### config.mk
export PLATFORM = sky130hd
export DESIGN_NAME = spi_deserializer
export DESIGN_NICKNAME = d
export VERILOG_FILES = /design/src/rtl/spi_pkg.sv /design/src/rtl/spi_deserializer_sync.sv /design/src/rtl/spi_deserializer.sv
export SDC_FILE = /design/constraint.sdc
export NUM_CORES = 1
export LEC_CHECK = 0
export ABC_AREA = 1
export CORE_ASPECT_RATIO = 1.4
export CORE_MARGIN = 2
export CORE_UTILIZATION = 55
export CTS_CLUSTER_DIAMETER = 150
export DETAILED_ROUTE_END_ITERATION = 10
export PLACE_DENSITY_LB_ADDON = 0.05
export SLEW_MARGIN = 20
export SYNTH_ARGS = -nofsm -noshare
export SYNTH_HDL_FRONTEND = slang
export SYNTH_SLANG_ARGS = --single-unit
### constraint.sdc
create_clock -name clk -period 4.2 [get_ports clk]
set_input_delay 1.26 -clock clk [delete_from_list [all_inputs] [get_ports clk]]
set_output_delay 1.26 -clock clk [all_outputs]
set_load 0.01 [all_outputs]
### src/rtl/spi_pkg.sv
// Shared types and constants for the SPI frame receiver.
package spi_pkg;

    localparam int unsigned WIDTH_DEF = 32;
    localparam int unsigned CNT_W_DEF = $clog2(WIDTH_DEF + 2);

    localparam logic CS_RST_VAL  = 1'b1;
    localparam logic SCK_RST_VAL = 1'b0;
    localparam logic D_RST_VAL   = 1'b0;

    typedef enum logic [1:0] {
        WAIT_IDLE = 2'd0,
        IDLE      = 2'd1,
        SHIFT     = 2'd2
    } state_e;

endpackage

### src/rtl/spi_deserializer_sync.sv
// N-stage flop synchronizer for one asynchronous input line.
module spi_sync #(
    parameter int unsigned STAGES    = 2,
    parameter logic        RESET_VAL = 1'b0
) (
    input  logic clk,
    input  logic rst_n,
    input  logic din,
    output logic dout
);

    logic [STAGES-1:0] sync_q;
    logic [STAGES-1:0] sync_d;

    always_comb begin
        sync_d = {sync_q[STAGES-2:0], din};
    end

    always_ff @(posedge clk or negedge rst_n) begin
        if (!rst_n) begin
            sync_q <= {STAGES{RESET_VAL}};
        end else begin
            sync_q <= sync_d;
        end
    end

    assign dout = sync_q[STAGES-1];

endmodule

### src/rtl/spi_deserializer.sv
// Receives one MSB-first WIDTH-bit word per CS frame and holds it on a valid/ack register.
module spi_deserializer
    import spi_pkg::*;
#(
    parameter int unsigned WIDTH       = WIDTH_DEF,
    parameter int unsigned SYNC_STAGES = 2
) (
    input  logic             clk,
    input  logic             rst_n,
    input  logic             SPI_clk,
    input  logic             CS,
    input  logic             DataBit,
    output logic [WIDTH-1:0] Data_Out,
    output logic             valid,
    input  logic             ack,
    output logic             busy,
    output logic             frame_err,
    output logic             overrun
);

    localparam int unsigned CNT_W  = $clog2(WIDTH + 2);
    // Flops between a pin and cs_s_q; the CS view is trustworthy only after this many cycles.
    localparam int unsigned SETTLE = SYNC_STAGES + 1;

    logic cs_sync, sck_sync, d_sync;

    spi_sync #(.STAGES(SYNC_STAGES), .RESET_VAL(CS_RST_VAL)) u_sync_cs (
        .clk(clk), .rst_n(rst_n), .din(CS), .dout(cs_sync)
    );
    spi_sync #(.STAGES(SYNC_STAGES), .RESET_VAL(SCK_RST_VAL)) u_sync_sck (
        .clk(clk), .rst_n(rst_n), .din(SPI_clk), .dout(sck_sync)
    );
    spi_sync #(.STAGES(SYNC_STAGES), .RESET_VAL(D_RST_VAL)) u_sync_d (
        .clk(clk), .rst_n(rst_n), .din(DataBit), .dout(d_sync)
    );

    state_e           state_q, state_d;
    logic [WIDTH-1:0] shift_q, shift_d;
    logic [WIDTH-1:0] data_q, data_d;
    logic [CNT_W-1:0] cnt_q, cnt_d;
    logic             valid_q, valid_d;
    logic             busy_q, busy_d;
    logic             frame_err_q, frame_err_d;
    logic             overrun_q, overrun_d;
    logic             cs_s_q, cs_d1_q;
    logic             sck_s_q, sck_d1_q;
    logic             d_s_q;

    logic cs_rise_c, cs_fall_c, sck_rise_c;

    always_comb begin
        cs_rise_c  = cs_s_q & ~cs_d1_q;
        cs_fall_c  = ~cs_s_q & cs_d1_q;
        sck_rise_c = sck_s_q & ~sck_d1_q;
    end

    // Next-state and frame evaluation; a CS rise wins over a coincident SCK rise.
    always_comb begin
        state_d     = state_q;
        shift_d     = shift_q;
        data_d      = data_q;
        cnt_d       = cnt_q;
        valid_d     = valid_q;
        busy_d      = busy_q;
        frame_err_d = 1'b0;
        overrun_d   = 1'b0;

        if (valid_q && ack) begin
            valid_d = 1'b0;
        end

        unique case (state_q)
            WAIT_IDLE: begin
                // Bit counter doubles as the settle timer while the synchronizers flush.
                if (cnt_q != CNT_W'(SETTLE)) begin
                    cnt_d = cnt_q + CNT_W'(1);
                end else if (cs_s_q) begin
                    state_d = IDLE;
                    cnt_d   = '0;
                end
            end
            IDLE: begin
                if (cs_fall_c) begin
                    state_d = SHIFT;
                    shift_d = '0;
                    cnt_d   = '0;
                    busy_d  = 1'b1;
                end
            end
            SHIFT: begin
                if (cs_rise_c) begin
                    state_d = IDLE;
                    busy_d  = 1'b0;
                    if (cnt_q != CNT_W'(WIDTH)) begin
                        frame_err_d = 1'b1;
                    end else if (!valid_q || ack) begin
                        data_d  = shift_q;
                        valid_d = 1'b1;
                    end else begin
                        overrun_d = 1'b1;
                    end
                end else if (sck_rise_c) begin
                    shift_d = {shift_q[WIDTH-2:0], d_s_q};
                    if (cnt_q != CNT_W'(WIDTH + 1)) begin
                        cnt_d = cnt_q + CNT_W'(1);
                    end
                end
            end
            default: begin
                state_d = WAIT_IDLE;
                cnt_d   = '0;
            end
        endcase
    end

    always_ff @(posedge clk or negedge rst_n) begin
        if (!rst_n) begin
            state_q     <= WAIT_IDLE;
            shift_q     <= '0;
            data_q      <= '0;
            cnt_q       <= '0;
            valid_q     <= 1'b0;
            busy_q      <= 1'b0;
            frame_err_q <= 1'b0;
            overrun_q   <= 1'b0;
            cs_s_q      <= CS_RST_VAL;
            cs_d1_q     <= CS_RST_VAL;
            sck_s_q     <= SCK_RST_VAL;
            sck_d1_q    <= SCK_RST_VAL;
            d_s_q       <= D_RST_VAL;
        end else begin
            state_q     <= state_d;
            shift_q     <= shift_d;
            data_q      <= data_d;
            cnt_q       <= cnt_d;
            valid_q     <= valid_d;
            busy_q      <= busy_d;
            frame_err_q <= frame_err_d;
            overrun_q   <= overrun_d;
            cs_s_q      <= cs_sync;
            cs_d1_q     <= cs_s_q;
            sck_s_q     <= sck_sync;
            sck_d1_q    <= sck_s_q;
            d_s_q       <= d_sync;
        end
    end

    assign Data_Out  = data_q;
    assign valid     = valid_q;
    assign busy      = busy_q;
    assign frame_err = frame_err_q;
    assign overrun   = overrun_q;

endmodule

# ---- Word-level counts from Yosys, hierarchy flattened
# Index checks and enable logic that the tools add are counted.
dict set report totals {
  out_inout_bits 36
  in_bits 6
  ff_bits 87
}
dict set report op_classes {
  bitwise_logic 7
  add_sub_neg 1
  reduce_logical 10
  n_eq_ne 13
  n_mux 31
}
# operator n
set op_table {}
lappend op_table {{$mux W32} 3}
lappend op_table {{$pmux W32 S2} 1}
lappend op_table {{$mux W6} 6}
lappend op_table {{$pmux W6 S3} 1}
lappend op_table {{$mux W1} 14}
lappend op_table {{$ne A2 B2 Y1 const B} 7}
lappend op_table {{$ne A6 B6 Y1 const B} 2}
lappend op_table {{$reduce_and A4 Y1} 3}
lappend op_table {{$mux W2} 4}
lappend op_table {{$add A6 B1 Y6 const B} 1}
lappend op_table {{$ne A6 B2 Y1 const B} 1}
lappend op_table {{$pmux W2 S3} 1}
lappend op_table {{$reduce_and A5 Y1} 1}
lappend op_table {{$not A1 Y1} 4}
lappend op_table {{$and A1 B1 Y1} 3}
lappend op_table {{$ne A3 B3 Y1 const B} 1}
lappend op_table {{$reduce_and A3 Y1} 1}
lappend op_table {{$eq A2 B1 Y1 const B} 1}
lappend op_table {{$eq A2 B2 Y1 const B} 1}
lappend op_table {{$logic_not A2 Y1} 1}
lappend op_table {{$pmux W1 S2} 1}
lappend op_table {{$reduce_bool A2 Y1} 1}
lappend op_table {{$logic_and A1 B1 Y1} 1}
lappend op_table {{$logic_not A1 Y1} 1}
lappend op_table {{$logic_or A1 B1 Y1} 1}

# ---- Depth between registers and ports, before layout
dict set report depth {
  depth_word 6
  mapped_depth 9
  ltp_nobuf 9
}

# ---- Hierarchy
# A second synthesis with hierarchy kept.
dict set report unflattened {
  cells_unflattened 409
  hier_area_um2 3923.8
}
# mod seq_area_each_um2 cells_each n_inst area_per_inst_um2
set modules_own_cells {}
lappend modules_own_cells {spi_deserializer 2029.4 403 1 3771.1}
lappend modules_own_cells {{spi_sync at u_sync_d ...} 50.0 2 2 50.0}
lappend modules_own_cells {{spi_sync at u_sync_cs} 52.6 2 1 52.6}

# ---- Worst setup path before layout
# OpenSTA, ideal clock, no wires.
dict set report synth_path {
  kind {input to register}
  from {in ack}
  to {reg data_q[24], in the netlist Data_Out[24]}
  slack_ns 2.261
  stages 6
  required_ns 4.082
  t_arrival_ns 1.821
  cell_sequence {inv_1 > nand2_1 > nand3_4 > buf_6 > nand2_1 > o21ai_2}
}
dict set report synth_between {
  elab_chain_cells 2
}
# item line_no
set synth_rtl {}
lappend synth_rtl {{from (decl)} spi_deserializer.sv:15} ;# input logic ack,
lappend synth_rtl {{$logic_or A1 B1 Y1} spi_deserializer.sv:96} ;# end else if (!valid_q || ack) begin
lappend synth_rtl {{$reduce_and A4 Y1 (no line)} n/a}
lappend synth_rtl {{to (signal assigned)} spi_deserializer.sv:134} ;# data_q <= data_d;
lappend synth_rtl {{to (decl)} spi_deserializer.sv:39} ;# logic [WIDTH-1:0] data_q, data_d;
# No other way between the ends.
# A chain may end at the register's enable or synchronous reset.

# ---- Worst setup path after layout
dict set report layout_path {
  from {in ack}
  to {reg data_q[30], in the netlist Data_Out[30]}
}
# Same word-level chain as after synthesis.

==> results.txt <==
- Run status: complete, no violations
- P_leak: 1.98 nW
* Sw frac: 33.7%
- Global routing used 17.8% of the available tracks across all layers.
* Highest clock frequency the design can meet: 0.372 GHz
- Gates resized during post-CTS repair numbered 0.
- For the worst-skew pair, the clock arrives at the later sink with an insertion delay of 0.35 ns.
- The critical path is of the in2reg type.
- The count of pins over their slew limit came to 0.
- Input/output buffers: 41
- The min-delay analysis places its worst path in the category reg2reg.
- Summing the areas of all compound-gate instances in the mapped netlist gives 14.7% of the synthesized area.
- Standard cell area after detailed placement: 4300 um^2
* Post-Layout Inst Area: 4490 um^2
- A synthesized cell averages 9.55 um^2.
- Count of endpoints failing setup in the final report: 0
- The worst path uses 64.0% of the clock period.
- Measured along the y axis, the die boundary spans 104 um.
* Max-Slew Margin vs Limit: 43.3%
* Area enclosed by the die boundary: 7850 um^2
- Total power for the finished layout comes to 0.00194 W.
- For this design the total switching power over the nets is 0.000655 W.
* Die W: 75.5 um
- Inserted Diodes: 0
- Post-synthesis sequential area ratio: 55.5%
- After synthesis, the netlist uses 21 different library cells.
- The number of endpoints with negative hold slack in the final report is 0.
- The first global-routing pass estimated 10800 um of wire.
- Largest net degree at the start of global routing: 88
- The worst-case IR drop observed on VDD is 253 uV.
* Number of max-cap violations: 0
* Worst Path Max Fanout: 64
- After clock tree synthesis, the setup repair step added 0 buffers.
* Synth Area in Adders: 0.954%
- Setup slack closes at 1.51 ns.
- HPWL Detailed: 4090 um
- For this block, the initial DRC count from the detailed router was 117.
- Final period demand of the worst path: 2.69 ns
- The synthesized netlist occupies a cell area of 3930 um^2.
- Global placer's final weighted congestion: 0.820
- The number of nets in the synthesized netlist is 421.
- In this run, the clock network consumes 28.3% of the power.
- Area share of and/or/nand/nor cells after synthesis: 20.1%
- The synthesized netlist devotes 0% of its cell area to XOR and XNOR gates.
* Boundary Pins: 42
- Endpoint type of the worst setup path: flip-flop
* Clock tree from TritonCTS: built
- The via count of the first global-routing pass is 2454.
- Share of post-route cells with drive strength above 1: 19.7%
- For this run the aggregate overflow at the end of global routing stands at 0.
- Dividing the detail-routed wire length by the instance count gives 11.6 um.
* Combinational group share of total power: 24.3%
* CTS buffer count: 9
- Max Buffers Root-to-Sink: 2
- Number of design rule violations left after detail routing: 0
* Worst Setup Slack post-DPL: 1.13 ns
- Measured against the total synthesized area, the mux share comes to 0%.
- For this design, the CTS-stage hold fixing added 0 buffers.
* Length of the first detailed-routing pass in iterations: 5
- Worst Path Required: 4.41 ns
- Fin Setup TNS: 0 ns
* Standard cell core area: 6940 um^2
- Data arrival time of the worst path: 2.90 ns
* Proportion of power drawn by flip-flops and latches: 47.4%
- Num Clock Sinks: 87
- Setup repair after global routing left no endpoint under its margin.
- In the routed layout, each cell is associated on average with a via count of 4.84.
* Post-route clock skew: 0.00725 ns
- Starting density of the core: 56.7%
- Wirelength, routed: 6340 um
- For this run, the post-layout net count is 457.
- After synthesis, the largest family of logic cells by area is simple AND/OR/NAND/NOR gates.
- In this run the power density over the cells is 433 nW/um^2.
- The floorplan has 36 rows.
- At the pin with the least slew margin, the transition time is 0.850 ns.
* Clock-pin slew on the worst setup and hold paths: 0.07 ns
- Signed area change from the synthesized netlist to the final layout: 14.0%
* Flip-flop and latch count after synthesis: 87
- The number of placed instances, taps included, is 532.
- Via count: 2645
- Cell internal power dissipation: 0.00129 W
- STA classifies the critical path startpoint as a primary input.
* Clock tree root buffer cell: sky130_fd_sc_hd__clkbuf_8
- The initial antenna violation count came to 0.
- The cell count after synthesis came out at 412.
- Htree depth: 3
- The count of cells in the finished layout, fillers not included, comes to 546.
* Count of synthesis-stage warnings from yosys: 0
* Antenna Nets Post-Route: 0
## path summary, 6_finish.rpt
| path | startpoint | end | slack (ns) | depth (start not counted) |
|---|---|---|---|---|
| setup / recovery | ack | Data_Out[30] | 1.51 | 6 |
| hold reg to reg | u_sync_d.sync_q[0] | u_sync_d.sync_q[1] | 0.35 | 0 |
| min in group asynchronous | rst_n | cnt_q[3] | 0.95 | 1 |
| hold / removal | u_sync_d.sync_q[0] | u_sync_d.sync_q[1] | 0.35 | 0 |
| setup reg to reg | state_q[0] | shift_q[8] | 2.00 | 8 |
| max in group asynchronous | rst_n | shift_q[15] | 2.73 | 1 |
## metrics by stage
| stage | hold slack, ns | util, % |
|---|---|---|
| 6_report | 0.353 | 64.7 |
| 5_1_grt | 0.360 | 64.7 |
| 2_1_floorplan | 0.331 | - |
| 3_5_place_dp | 0.341 | 62.0 |
| 3_3_place_gp | 0.332 | 62.0 |
| 4_1_cts | 0.359 | 64.6 |
## cells in the final DEF (no fill, tap or decap)
| cell type | count |
|---|---|
| sky130_fd_sc_hd__clkbuf_1 | 3 |
| sky130_fd_sc_hd__nor2_2 | 3 |
| sky130_fd_sc_hd__dfstp_2 | 4 |
| sky130_fd_sc_hd__o21ai_2 | 60 |
| sky130_fd_sc_hd__nor2_1 | 14 |
| sky130_fd_sc_hd__dfrtp_1 | 83 |
| sky130_fd_sc_hd__o21ai_0 | 2 |
| sky130_fd_sc_hd__bufinv_16 | 1 |
| sky130_fd_sc_hd__a21oi_1 | 3 |
| sky130_fd_sc_hd__clkdlybuf4s50_1 | 40 |
| sky130_fd_sc_hd__a22oi_1 | 1 |
| sky130_fd_sc_hd__nand3_1 | 15 |
| sky130_fd_sc_hd__nand3_4 | 1 |
| sky130_fd_sc_hd__buf_6 | 1 |
| sky130_fd_sc_hd__nor2_4 | 3 |
| sky130_fd_sc_hd__clkbuf_8 | 10 |
| sky130_fd_sc_hd__and3_4 | 1 |
| sky130_fd_sc_hd__nand2_4 | 3 |
| sky130_fd_sc_hd__nand2_1 | 146 |
| sky130_fd_sc_hd__inv_1 | 48 |
| sky130_fd_sc_hd__inv_2 | 2 |
| sky130_fd_sc_hd__ha_1 | 3 |
| sky130_fd_sc_hd__o21ai_1 | 4 |
## synth_stat cells
cell                      instances  area (um^2)
sky130_fd_sc_hd__a21oi_1          3         15.0
sky130_fd_sc_hd__a22oi_1          1         7.51
sky130_fd_sc_hd__and3_4           1         11.3
sky130_fd_sc_hd__buf_2            3         15.0
sky130_fd_sc_hd__buf_4            1         7.51
sky130_fd_sc_hd__buf_6           12          135
sky130_fd_sc_hd__dfrtp_1         83         2080
sky130_fd_sc_hd__dfstp_2          4          105
sky130_fd_sc_hd__ha_1             3         37.5
sky130_fd_sc_hd__inv_1           48          180
sky130_fd_sc_hd__inv_2            2         7.51
sky130_fd_sc_hd__nand2_1        146          548
sky130_fd_sc_hd__nand2_4          3         33.8
sky130_fd_sc_hd__nand3_1         15         75.1
sky130_fd_sc_hd__nand3_4          1         17.5
sky130_fd_sc_hd__nor2_1          14         52.6
sky130_fd_sc_hd__nor2_2           3         18.8
sky130_fd_sc_hd__nor2_4           3         33.8
sky130_fd_sc_hd__o21ai_0          2         10.0
sky130_fd_sc_hd__o21ai_1          4         20.0
sky130_fd_sc_hd__o21ai_2         60          526
## logic make-up after synthesis
family	Yosys count
fa+ha+maj	3
buf+inv	66
compound gates	70
simple gates	186
flops	87
## flip-flops by register name, summed over array words and instances (netlist names)
| register | cells |
|---|---|
| busy | 1 |
| overrun | 1 |
| u_sync_d.sync_q | 2 |
| state_q | 2 |
| valid | 1 |
| d_s_q | 1 |
| Data_Out | 32 |
| frame_err | 1 |
| cnt_q | 6 |
| u_sync_sck.sync_q | 2 |
| shift_q | 32 |
| sck_s_q | 1 |
| cs_s_q | 1 |
| cs_d1_q | 1 |
| u_sync_cs.sync_q | 2 |
| sck_d1_q | 1 |
## routing by layer
metal | global-route usage [%] | share of wire (%) | up-vias
li1 | - | - | 1340
met1 | 22.4 | 45 | 1255
met2 | 28.0 | 50 | 41
met3 | 4.36 | 3.5 | 9
met4 | 8.90 | 1.6 | 0
met5 | 0 | 0 | -
## cell type report
type                       count  area, um^2
clock buffer                  13         149
clock inverter                 1        30.0
fill                         611        2450
inverter                      50         188
multi-input combinational    259        1410
sequential                    87        2180
tap                           95         119
timing repair buffer          41         412
## critical path, cell delays in order
cell and delay [ns]:
sky130_fd_sc_hd__clkdlybuf4s50_1 0.46, sky130_fd_sc_hd__inv_1 0.04, sky130_fd_sc_hd__nand2_1 0.12, sky130_fd_sc_hd__nand3_4 0.63, sky130_fd_sc_hd__nand2_1 0.29, sky130_fd_sc_hd__o21ai_2 0.08
## power groups by stage
| stage | sequential [W] | clock (W) | combinational, W |
|---|---|---|---|
| after floorplan | 0.000932 | 0 | 0.000437 |
| after global placement | 0.000936 | 0 | 0.000470 |
| after detailed placement | 0.000938 | 0 | 0.000476 |
| after CTS | 0.000922 | 0.000573 | 0.000479 |
| after global routing | 0.000929 | 0.000606 | 0.000542 |
| final | 0.000922 | 0.000550 | 0.000472 |
Power figures use the tool's default switching activity.
